$ cat src/rtl/uart_tx_arbiter_if.sv
// Byte-stream bundle shared by the requesters, the arbiter and uart_tx.
// Requester i drives its byte on s_data_i[i*DATA_W +: DATA_W].
interface uart_tx_arbiter_if #(
  parameter int NUM_REQ = 4,
  parameter int DATA_W  = 8
);
  logic [NUM_REQ-1:0]        s_valid_i;
  logic [NUM_REQ*DATA_W-1:0] s_data_i;
  logic [NUM_REQ-1:0]        s_last_i;
  logic [NUM_REQ-1:0]        s_ready_o;
  logic                      m_valid_o;
  logic [DATA_W-1:0]         m_data_o;
  logic                      m_ready_i;
  logic [NUM_REQ-1:0]        grant_o;
  logic                      busy_o;

  // Arbiter side of the bundle.
  modport slave (
    input  s_valid_i, s_data_i, s_last_i, m_ready_i,
    output s_ready_o, m_valid_o, m_data_o, grant_o, busy_o
  );

  // Requester / uart_tx side of the bundle.
  modport master (
    output s_valid_i, s_data_i, s_last_i, m_ready_i,
    input  s_ready_o, m_valid_o, m_data_o, grant_o, busy_o
  );
endinterface

$ cat src/rtl/uart_tx_arbiter.sv
// Round-robin arbiter sharing one uart_tx byte channel between NUM_REQ
// requesters. A grant is held until the owner's last byte or until
// MAX_BURST bytes have moved, then one idle/arbitration cycle follows.
//
// state | meaning
// IDLE  | no owner; pick next requester after the pointer, grant next cycle
// GRANT | owner's stream passed straight through to uart_tx
module uart_tx_arbiter #(
  parameter int NUM_REQ   = 4,
  parameter int DATA_W    = 8,
  parameter int MAX_BURST = 16
) (
  input logic              clk_i,
  input logic              areset_i,
  uart_tx_arbiter_if.slave bus
);
  localparam int IDX_W = $clog2(NUM_REQ);
  localparam int CNT_W = $clog2(MAX_BURST + 1);
  localparam logic [IDX_W-1:0] PTR_RST = IDX_W'(NUM_REQ - 1);
  localparam logic [CNT_W-1:0] CNT_MAX = CNT_W'(MAX_BURST);
  localparam logic [CNT_W-1:0] CNT_ONE = CNT_W'(1);

  typedef enum logic {IDLE, GRANT} state_t;

  state_t           state_q, state_d;
  logic [IDX_W-1:0] owner_q, owner_d;
  logic [IDX_W-1:0] ptr_q, ptr_d;
  logic [CNT_W-1:0] cnt_q, cnt_d;

  logic [DATA_W-1:0] data_arr [NUM_REQ];
  logic [IDX_W-1:0]  pick;
  logic              pick_vld;
  logic              owner_valid;
  logic              owner_last;
  logic              xfer;

  for (genvar i = 0; i < NUM_REQ; i++) begin : g_unpack
    assign data_arr[i] = bus.s_data_i[i*DATA_W +: DATA_W];
  end

  assign owner_valid = bus.s_valid_i[owner_q];
  assign owner_last  = bus.s_last_i[owner_q];

  // Round-robin search: first valid requester after the pointer, wrapping.
  always_comb begin
    logic [IDX_W-1:0] cand;
    pick     = '0;
    pick_vld = 1'b0;
    cand     = '0;
    for (int k = 1; k <= NUM_REQ; k++) begin
      cand = IDX_W'((int'(ptr_q) + k) % NUM_REQ);
      if (!pick_vld && bus.s_valid_i[cand]) begin
        pick     = cand;
        pick_vld = 1'b1;
      end
    end
  end

  // Next state, owner passthrough and burst accounting.
  always_comb begin
    state_d       = state_q;
    owner_d       = owner_q;
    ptr_d         = ptr_q;
    cnt_d         = cnt_q;
    xfer          = 1'b0;
    bus.m_valid_o = 1'b0;
    bus.m_data_o  = '0;
    bus.s_ready_o = '0;
    bus.grant_o   = '0;
    bus.busy_o    = 1'b0;
    case (state_q)
      IDLE: begin
        if (pick_vld) begin
          state_d = GRANT;
          owner_d = pick;
          cnt_d   = '0;
        end
      end
      GRANT: begin
        bus.busy_o             = 1'b1;
        bus.grant_o[owner_q]   = 1'b1;
        bus.s_ready_o[owner_q] = bus.m_ready_i;
        bus.m_valid_o          = owner_valid;
        if (owner_valid) begin
          bus.m_data_o = data_arr[owner_q];
        end
        xfer = owner_valid && bus.m_ready_i;
        if (xfer) begin
          cnt_d = cnt_q + CNT_ONE;
          // Release on end of message or on hitting the burst cap; the
          // pointer moves to the owner so the search resumes after it.
          if (owner_last || (cnt_d == CNT_MAX)) begin
            state_d = IDLE;
            ptr_d   = owner_q;
          end
        end
      end
      default: state_d = IDLE;
    endcase
  end

  // State registers; reset leaves requester 0 with top priority.
  always_ff @(posedge clk_i or posedge areset_i) begin
    if (areset_i) begin
      state_q <= IDLE;
      owner_q <= '0;
      ptr_q   <= PTR_RST;
      cnt_q   <= '0;
    end else begin
      state_q <= state_d;
      owner_q <= owner_d;
      ptr_q   <= ptr_d;
      cnt_q   <= cnt_d;
    end
  end
endmodule
$ cat src/flat_wrapper.sv
// flat-port wrapper written by rule: the top's interface ports become plain ports
module uart_tx_arbiter_flat 
#(
  parameter int NUM_REQ   = 4,
  parameter int DATA_W    = 8,
  parameter int MAX_BURST = 16
)
  (clk_i, areset_i, bus_s_valid_i, bus_s_data_i, bus_s_last_i, bus_m_ready_i, bus_s_ready_o, bus_m_valid_o, bus_m_data_o, bus_grant_o, bus_busy_o);
  uart_tx_arbiter_if #(.NUM_REQ(NUM_REQ), .DATA_W(DATA_W)) bus_i ();
  input logic clk_i;
  input logic areset_i;
  input wire logic [$bits(bus_i.s_valid_i)-1:0] bus_s_valid_i;
  input wire logic [$bits(bus_i.s_data_i)-1:0] bus_s_data_i;
  input wire logic [$bits(bus_i.s_last_i)-1:0] bus_s_last_i;
  input wire logic [$bits(bus_i.m_ready_i)-1:0] bus_m_ready_i;
  output wire logic [$bits(bus_i.s_ready_o)-1:0] bus_s_ready_o;
  output wire logic [$bits(bus_i.m_valid_o)-1:0] bus_m_valid_o;
  output wire logic [$bits(bus_i.m_data_o)-1:0] bus_m_data_o;
  output wire logic [$bits(bus_i.grant_o)-1:0] bus_grant_o;
  output wire logic [$bits(bus_i.busy_o)-1:0] bus_busy_o;
  assign bus_i.s_valid_i = bus_s_valid_i;
  assign bus_i.s_data_i = bus_s_data_i;
  assign bus_i.s_last_i = bus_s_last_i;
  assign bus_i.m_ready_i = bus_m_ready_i;
  assign bus_s_ready_o = bus_i.s_ready_o;
  assign bus_m_valid_o = bus_i.m_valid_o;
  assign bus_m_data_o = bus_i.m_data_o;
  assign bus_grant_o = bus_i.grant_o;
  assign bus_busy_o = bus_i.busy_o;
  uart_tx_arbiter #(.NUM_REQ(NUM_REQ), .DATA_W(DATA_W), .MAX_BURST(MAX_BURST)) u_core (.clk_i(clk_i), .areset_i(areset_i), .bus(bus_i));
endmodule
$ cat config.mk
export PLATFORM = sky130hd
export DESIGN_NAME = uart_tx_arbiter_flat
export DESIGN_NICKNAME = d
export VERILOG_FILES = /design/src/rtl/uart_tx_arbiter_if.sv /design/src/rtl/uart_tx_arbiter.sv /design/src/flat_wrapper.sv
export SDC_FILE = /design/constraint.sdc
export NUM_CORES = 1
export LEC_CHECK = 0
export CORE_MARGIN = 4
export CORE_UTILIZATION = 24
export DETAILED_ROUTE_END_ITERATION = 8
export GPL_ROUTABILITY_DRIVEN = 0
export HOLD_SLACK_MARGIN = 0.15
export SLEW_MARGIN = 20
export SYNTH_ARGS = -nofsm -noshare
export SYNTH_HDL_FRONTEND = slang
export SYNTH_SLANG_ARGS = --single-unit
$ cat constraint.sdc
create_clock -name clk_i -period 2 [get_ports clk_i]
set_input_delay 0.4 -clock clk_i [delete_from_list [all_inputs] [get_ports clk_i]]
set_output_delay 0.4 -clock clk_i [all_outputs]
set_load 0.02 [all_outputs]
Word level (Yosys, flattened, before mapping)
Index checks and enable logic that the tools add are counted.
{"block": "word_totals", "register_bits": 10, "input_bits": 43, "output_inout_bits": 18, "wordCells": 72}
{"block": "op_classes", "add_sub_neg": 5, "order_cmp": 7, "eq_ne": 3, "n_mux": 38, "n_bitwise": 3, "reduce_logical": 12}
{"cell": "2-to-1 mux 8 bit", "count": 4}
{"cell": "binary-select mux 8 bit (select 2 bit)", "count": 1}
{"cell": "2-to-1 mux 1 bit", "count": 16}
{"cell": "less-than comparator 2 x 3 -> 1 bit, second input constant", "count": 5}
{"cell": "binary-select mux 1 bit (select 2 bit)", "count": 6}
{"cell": "2-to-1 mux 5 bit", "count": 2}
{"cell": "case mux 5 bit (2 select lines)", "count": 1}
{"cell": "2-to-1 mux 2 bit", "count": 4}
{"cell": "2-to-1 mux 4 bit", "count": 2}
{"cell": "adder 5 x 1 -> 5 bit, second input constant", "count": 1}
{"cell": "equality test 5 bit, second input constant", "count": 1}
{"cell": "logical AND 1 bit", "count": 5}
{"cell": "adder 2 x 1 -> 2 bit, second input constant", "count": 2}
{"cell": "adder 2 bit, second input constant", "count": 2}
{"cell": "bitwise AND 4 bit", "count": 1}
{"cell": "AND reduction 2 bit", "count": 2}
{"cell": ">= comparator 3 bit, second input constant", "count": 1}
{"cell": "zero test 1 bit", "count": 3}
{"cell": "NOT 2 -> 3 bit", "count": 1}
{"cell": "AND reduction 3 bit", "count": 1}
{"cell": "demux 1 bit (select 2 bit)", "count": 1}
{"cell": ">= comparator 2 x 1 -> 1 bit, second input constant", "count": 1}
{"cell": "!= test 2 x 1 -> 1 bit, second input constant", "count": 1}
{"cell": "!= test 2 bit, second input constant", "count": 1}
{"cell": "3 further kinds", "count": 3}

Logic depth before layout (Yosys ltp)
Gate-level depths: netlist of the first run.
{"block": "logic_depth", "depth_word": 15, "depth_mapped": 7}

Worst setup path after synthesis of the first run
OpenSTA, ideal clock, no wires.
{"block": "synth_timing", "kind": "reg-to-output", "startpoint": "reg u_core.owner_q[0]", "endpoint": "out bus_m_data_o[4]", "arrival_time_ns": 1.491, "path_slack_ns": 0.109, "stages_incl_launch_ff": 5, "n_path_buf": 2, "path_cell_list": "dfrtp_1 buf_2 buf_2 mux4_2 and3_1"}
{"block": "synth_between", "elab_chain_cells": 6, "elab_cells_between_ends": 8}
{"item": "start, declared", "line": "uart_tx_arbiter.sv:26", "source": "logic [IDX_W-1:0] owner_q, owner_d;"}
{"item": "start signal, assigned", "line": "uart_tx_arbiter.sv:111", "source": "owner_q <= owner_d;"}
{"item": "NOT 2 -> 3 bit (not written as such)", "line": "uart_tx_arbiter.sv:85", "source": "bus.m_data_o = data_arr[owner_q];"}
{"item": "binary-select mux 8 bit (select 2 bit)", "line": "uart_tx_arbiter.sv:85"}
{"item": "2-to-1 mux 8 bit (not written as such) (2 in a row)", "line": "uart_tx_arbiter.sv:85"}
{"item": "2-to-1 mux 8 bit *", "line": "uart_tx_arbiter.sv:84", "source": "if (owner_valid) begin"}
{"item": "2-to-1 mux 8 bit *", "line": "uart_tx_arbiter.sv:71", "source": "case (state_q)"}
{"item": "end, declared", "line": "flat_wrapper.sv:18", "source": "output wire logic [$bits(bus_i.m_data_o)-1:0] bus_m_data_o;"}
Every way passes the cells marked *; elsewhere a longest branch is shown, timed or not. The select of a mux whose other input is x is not followed.

Worst setup path after layout of the first run
{"block": "layout_timing", "startpoint": "in bus_s_data_i[27]", "endpoint": "out bus_m_data_o[3]"}
{"block": "layout_between", "elab_chain_cells": 5}
{"item": "start, declared", "line": "flat_wrapper.sv:13", "source": "input wire logic [$bits(bus_i.s_data_i)-1:0] bus_s_data_i;"}
{"item": "binary-select mux 8 bit (select 2 bit)", "line": "uart_tx_arbiter.sv:85"}
{"item": "2-to-1 mux 8 bit (not written as such) (2 in a row)", "line": "uart_tx_arbiter.sv:85"}
{"item": "2-to-1 mux 8 bit", "line": "uart_tx_arbiter.sv:84"}
{"item": "2-to-1 mux 8 bit", "line": "uart_tx_arbiter.sv:71"}
No other way between the ends. The select of a mux whose other input is x is not followed.

==> run metrics, run 1 <==
outcome finished with violations; failing checks setup timing; worst skew pair latency 240 ps; ant diodes 0; switching part of the total slightly above 40%; Syn Nets 140; Vias 1062; fin. max-slew vios 0; VDD IR max 0.631 mV; largest net degree at the start of global routing 16; Synth Instances 96; Max-Cap Viols 0; DRC Markers 0; Worst Setup SP bus_s_data_i[27]; die footprint 5010 um2; path depth of the worst reg2reg path 6; crit share post-route 100%; Setup crit end kind output port; synthesized area 946 um2; antenna viol nets, final 0; first-pass GRT wire length ~5000 um; PD cells roughly 1300 nW/um2; cell-internal power 1.31 mW; share of post-route cells with drive strength above 1 roughly 37%; Avg Synthesized Cell Area about 9.9 um2; number of vias per cell 4.85; CP Buf/Inv Count 2; effective utilization at floorplan 25.3%; Power Total about 2.2 mW; Seq. cell area 255 um2; CP arrival 1600 ps; Synth Flop Type dfrtp_1; DR WL/cell 14.5 um; Lkg Pwr 0.805 nW; pre-CTS WS -573 ps; 1st-iter DRT viols 64; IO buf count 60; worst hold slack 435 ps; measured slew at the worst slew-check pin roughly 380 ps; CTS tree yes; RSZ-0062 raised after global routing true; Seq pwr share between 15 and 20%; EDFF count, synth 0; clock power share 11.4%; Worst Path Max Fanout 1; nets 216; Synth cell types 33; clk slew on worst S/H paths 50 ps; CP cell instances clkdlybuf4s50_1 > mux4_2 > and3_1 > buf_2; Core Rows 22; CTS Buffer Depth 2; internal reg-to-reg setup slack 170 ps; Synth top cells by count and3_1 (8), dfrtp_1 (8), inv_1 (7), mux4_2 (7), o21ai_0 (7); clock sinks 10; Worst R2R End u_core.state_q$_DFF_PP0_; minimum clock period 2000 ps; Critical-path top delay cell mux4_2; Pre-antenna DRT Iters 4; Max Clock Freq 499 MHz; Comb power frac 71.2%; clock root cell clkbuf_8; core area 3740 um2; I/O Pins 61; DP Area ~1700 um2; Post-Layout Cell Count 219; gr ovfl total 0; final setup violation count 1; Hold Crit Class primary input to asynchronous set/reset pin; Final WS setup -3.53 ps; Critical Path RT 1600 ps; Psw 935 uW; Synth area leader dfrtp_1; register bit total from synthesis 10; footprint of the multi-input gates 663 um2; gr usage total approximately 12%; Slew headroom approximately 75%; critical setup path kind primary input to output port; clock skew roughly 7.5 ps; # fillers 360; r2r startpoint u_core.owner_q[1]$_DFFE_PP0P_; hpwl dp 2390 um; die height slightly above 70 um; largest cells by area after synthesis dfrtp_1 (21%), mux4_2 (17%), mux4_1 (8.3%); vias in the first global route 1055; Crit path max-delay family buffers and inverters; H-Tree Level Count 1; initial antenna violation count 0; sequential share of the synthesized area 26.7%; Placed Cells between 200 and 250; Worst setup SP type primary input; die width 70.8 um; share of the synthesized area in the top cell type 21.2%; CP peak stage delay 460 ps; Final Hold Vio Count 0; routed wire length 3170 um; CTS buffer count 3; ys async rst share 100%; synth-to-layout area growth 87.4%; fin area between 1500 and 2000 um2; Synth warnings 0
==> how the worst max path moves through the flow <==
stage               cells after the start         endpoint
global route                            4  bus_m_data_o[2]
CTS                                     4  bus_m_data_o[3]
floorplan                               4  bus_m_data_o[4]
global placement                        4  bus_m_data_o[7]
finish                                  4  bus_m_data_o[3]
detailed placement                      4  bus_m_data_o[1]
==> power by group through the flow <==
stage               combinational [mW]  clock, mW  sequential, mW
floorplan                        0.922          0           0.360
global placement                  1.52          0           0.377
detailed placement                1.54          0           0.379
CTS                               1.55      0.260           0.390
global route                      1.75      0.268           0.404
finish                            1.60      0.256           0.392
==> layout by cell type, fill, tap and decap left out, types with 3 or more instances in the layout <==
cell             count
nand2_1              6
o21ai_0              7
nor2_1               5
buf_2                3
inv_1                7
nor3_1               5
buf_6                8
clkdlybuf4s50_1     36
buf_4               15
mux4_2              11
dfrtp_1              6
dlygate4sd2_1       10
dlymetal6s2s_1       3
o21ai_2              5
nand3_1              4
clkbuf_8             4
and3_4               6
==> metrics by stage <==
stage	util, %	setup TNS (ps)
6_report	47.4	-3.53
5_1_grt	47.4	-198
4_1_cts	47.1	-339
3_5_place_dp	44.9	-6670
3_3_place_gp	44.9	-6340
2_1_floorplan	-	0
==> flip-flops by register name, summed over array words and instances, names as in the netlist <==
name / flops
u_core.ptr_q: 2
u_core.owner_q: 2
u_core.state_q: 1
u_core.cnt_q: 5
==> cell type report <==
cell class,count,area share (%)
sequential,10,14.4
tap,48,3.39
clock buffer,4,3.11
inverter,7,1.48
timing repair buffer,77,40.2
multi-input combinational,73,37.4
==> metal layers <==
layer	GRT usage (%)	routed length, um	up-vias
met5	0	0	-
met4	1.88	0	0
met3	3.98	347	0
met2	21.1	1530	52
met1	14.8	1290	497
li1	-	-	513
==> cell families after synthesis <==
group	synth area share, %
buf+inv	7.54
xor+xnor	0.926
flops	26.7
fa+ha+maj	1.32
simple gates	21.4
compound gates	14.9
mux	27.1
==> what timing repair did <==
action,CTS,global route
resized for setup,57,26
buffers inserted,1,0
hold buffers,0,0
endpoints found under the setup margin,17,11
cloned,1,0
pin swaps,2,6
(Power assumes the default switching activity.)
==> run 2, diff against run 1 <==
Settings changed: CTS_CLUSTER_SIZE set to 10, RECOVER_POWER set to 100.
==> run metrics, run 2 (synthesis results as in run 1) <==
ant diodes 0; fin. max-slew vios 0; # fillers 363; crit share post-route 100%; Worst setup SP type primary input; internal reg-to-reg setup slack 150 ps; core area 3740 um2; Psw just over 900 uW; Worst Path Max Fanout 1; effective utilization at floorplan ~25%; Power Total between 2 and 2.5 mW; DR WL/cell 14.5 um; number of flip-flops in the largest register 5; pre-CTS WS -573 ps; DRC Markers 0; Min-Delay Endpoint u_core.cnt_q[4]$_DFFE_PP0P_; fin area 1760 um2; largest net degree at the start of global routing 16; PD cells 1270 nW/um2; clock power share 11.4%; vias in the first global route 1055; RSZ-0062 raised after global routing true; switching part of the total 41.8%; CTS Buffer Depth 2; most frequent cells in the layout clkdlybuf4s50_1 (34), buf_4 (13), mux4_2 (11); clock sinks 10; die width 70.8 um; Crit path max-delay family buffers and inverters; worst skew pair latency 240 ps; final core occ a little under half; CTS tree yes; die footprint 5010 um2; Critical-path top delay cell mux4_2; gr ovfl total 0; antenna viol nets, final 0; clk slew on worst S/H paths 40 ps; H-Tree Level Count 1; CP peak stage delay about 460 ps; Final WS setup -3.56 ps; setup_tns -3.56 ps; Max Clock Freq between 400 and 500 MHz; Max-Cap Viols 0; final setup violation count 1; clock root cell clkbuf_8; CTS buffer count 3; gr usage total 12.1%; most common cell after layout, fill and taps aside clkdlybuf4s50_1; worst hold slack 544 ps; Comb power frac 71.0%; Setup crit end kind output port; Placed Cells 213; synth-to-layout area growth 86.5%; CP arrival 1600 ps; hpwl dp about 2400 um; Hold Buf Count CTS 0; VDD IR max 0.620 mV; measured slew at the worst slew-check pin about 380 ps; routed wire length 3190 um; nets 216; Vias 1078; CP cell instances clkdlybuf4s50_1 > mux4_2 > and3_1 > buf_2; Critical Path RT 1600 ps; cell-internal power 1.30 mW; path depth of the worst reg2reg path 7; Min-Delay Path Depth 2; Post-Layout Cell Count roughly 220; biggest regs u_core.cnt_q x5, u_core.owner_q x2, u_core.ptr_q x2; share of post-route cells with drive strength above 1 approximately 36%; DP Area 1680 um2; Hold Path Origin u_core.cnt_q[4]$_DFFE_PP0P_; initial antenna violation count 0; number of vias per cell 4.92; Seq pwr share 17.6%; critical setup path kind primary input to output port; Pre-antenna DRT Iters 4; r2r startpoint u_core.owner_q[1]$_DFFE_PP0P_; minimum clock period 2000 ps; outcome finished with violations; Final Hold Vio Count 0; Core Rows 22; first-pass GRT wire length 4920 um; Hold Crit Class flop to flop; Levels on crit path 4; Worst R2R End u_core.cnt_q[3]$_DFFE_PP0P_; clock skew 7.42 ps; I/O Pins 61; die height 70.8 um; IO buf count 60; register name with the most flops u_core.cnt_q; CP Buf/Inv Count 2; failing checks setup timing; Lkg Pwr 0.794 nW; Slew headroom 74.8%; 1st-iter DRT viols 61
run 2: worst max path at each step:
stage | startpoint | endpoint | slack, ps
final | bus_s_data_i[27] | bus_m_data_o[3] | -4
after global routing | u_core.owner_q[0]$_DFFE_PP0P_ | bus_m_data_o[2] | -50
after CTS | u_core.owner_q[0]$_DFFE_PP0P_ | bus_m_data_o[3] | -100
after detailed placement | bus_s_valid_i[3] | bus_m_data_o[1] | -570
after global placement | bus_s_valid_i[3] | bus_m_data_o[7] | -550
after floorplan | u_core.owner_q[0]$_DFFE_PP0P_ | bus_m_data_o[4] | 110
run 2: power by group through the flow:
stage	clock network, mW	registers (mW)	logic (mW)
after CTS	0.260	0.390	1.55
after floorplan	0	0.360	0.922
after global routing	0.268	0.404	1.73
after detailed placement	0	0.379	1.54
final	0.256	0.392	1.59
after global placement	0	0.377	1.52
run 2: repair_timing:
action / 4_1_cts / 5_1_grt
resized for setup: 57 / 26
pin swaps: 2 / 6
buffers inserted: 1 / 0
cloned: 1 / 0
setup endpoints to repair: 17 / 11
run 2: area by class of cell:
class                   instances  area [um2]  share of cell area [%]
clock buffers                   4        55.1                    3.12
inverters                       7        26.3                    1.49
multi-input cells              73         662                    37.5
flip-flops and latches         10         255                    14.5
well taps                      48        60.1                    3.40
repair buffers                 77         706                    40.0
run 2: metal layers:
metal / part of all wire (%) / vias to the layer above / GRT usage (%) / wire length [um]
met5: 0 / - / 0 / 0
met4: 0.13 / 0 / 1.88 / 4
met3: 11 / 2 / 3.98 / 357
met2: 48 / 62 / 21.1 / 1540
met1: 40 / 501 / 14.8 / 1280
li1: - / 513 / - / -
run 2: tightest hold or removal path: stages (launching register included):
cell,delay [ps]
dfrtp_1,380
nand2_1,80
o21ai_2,50
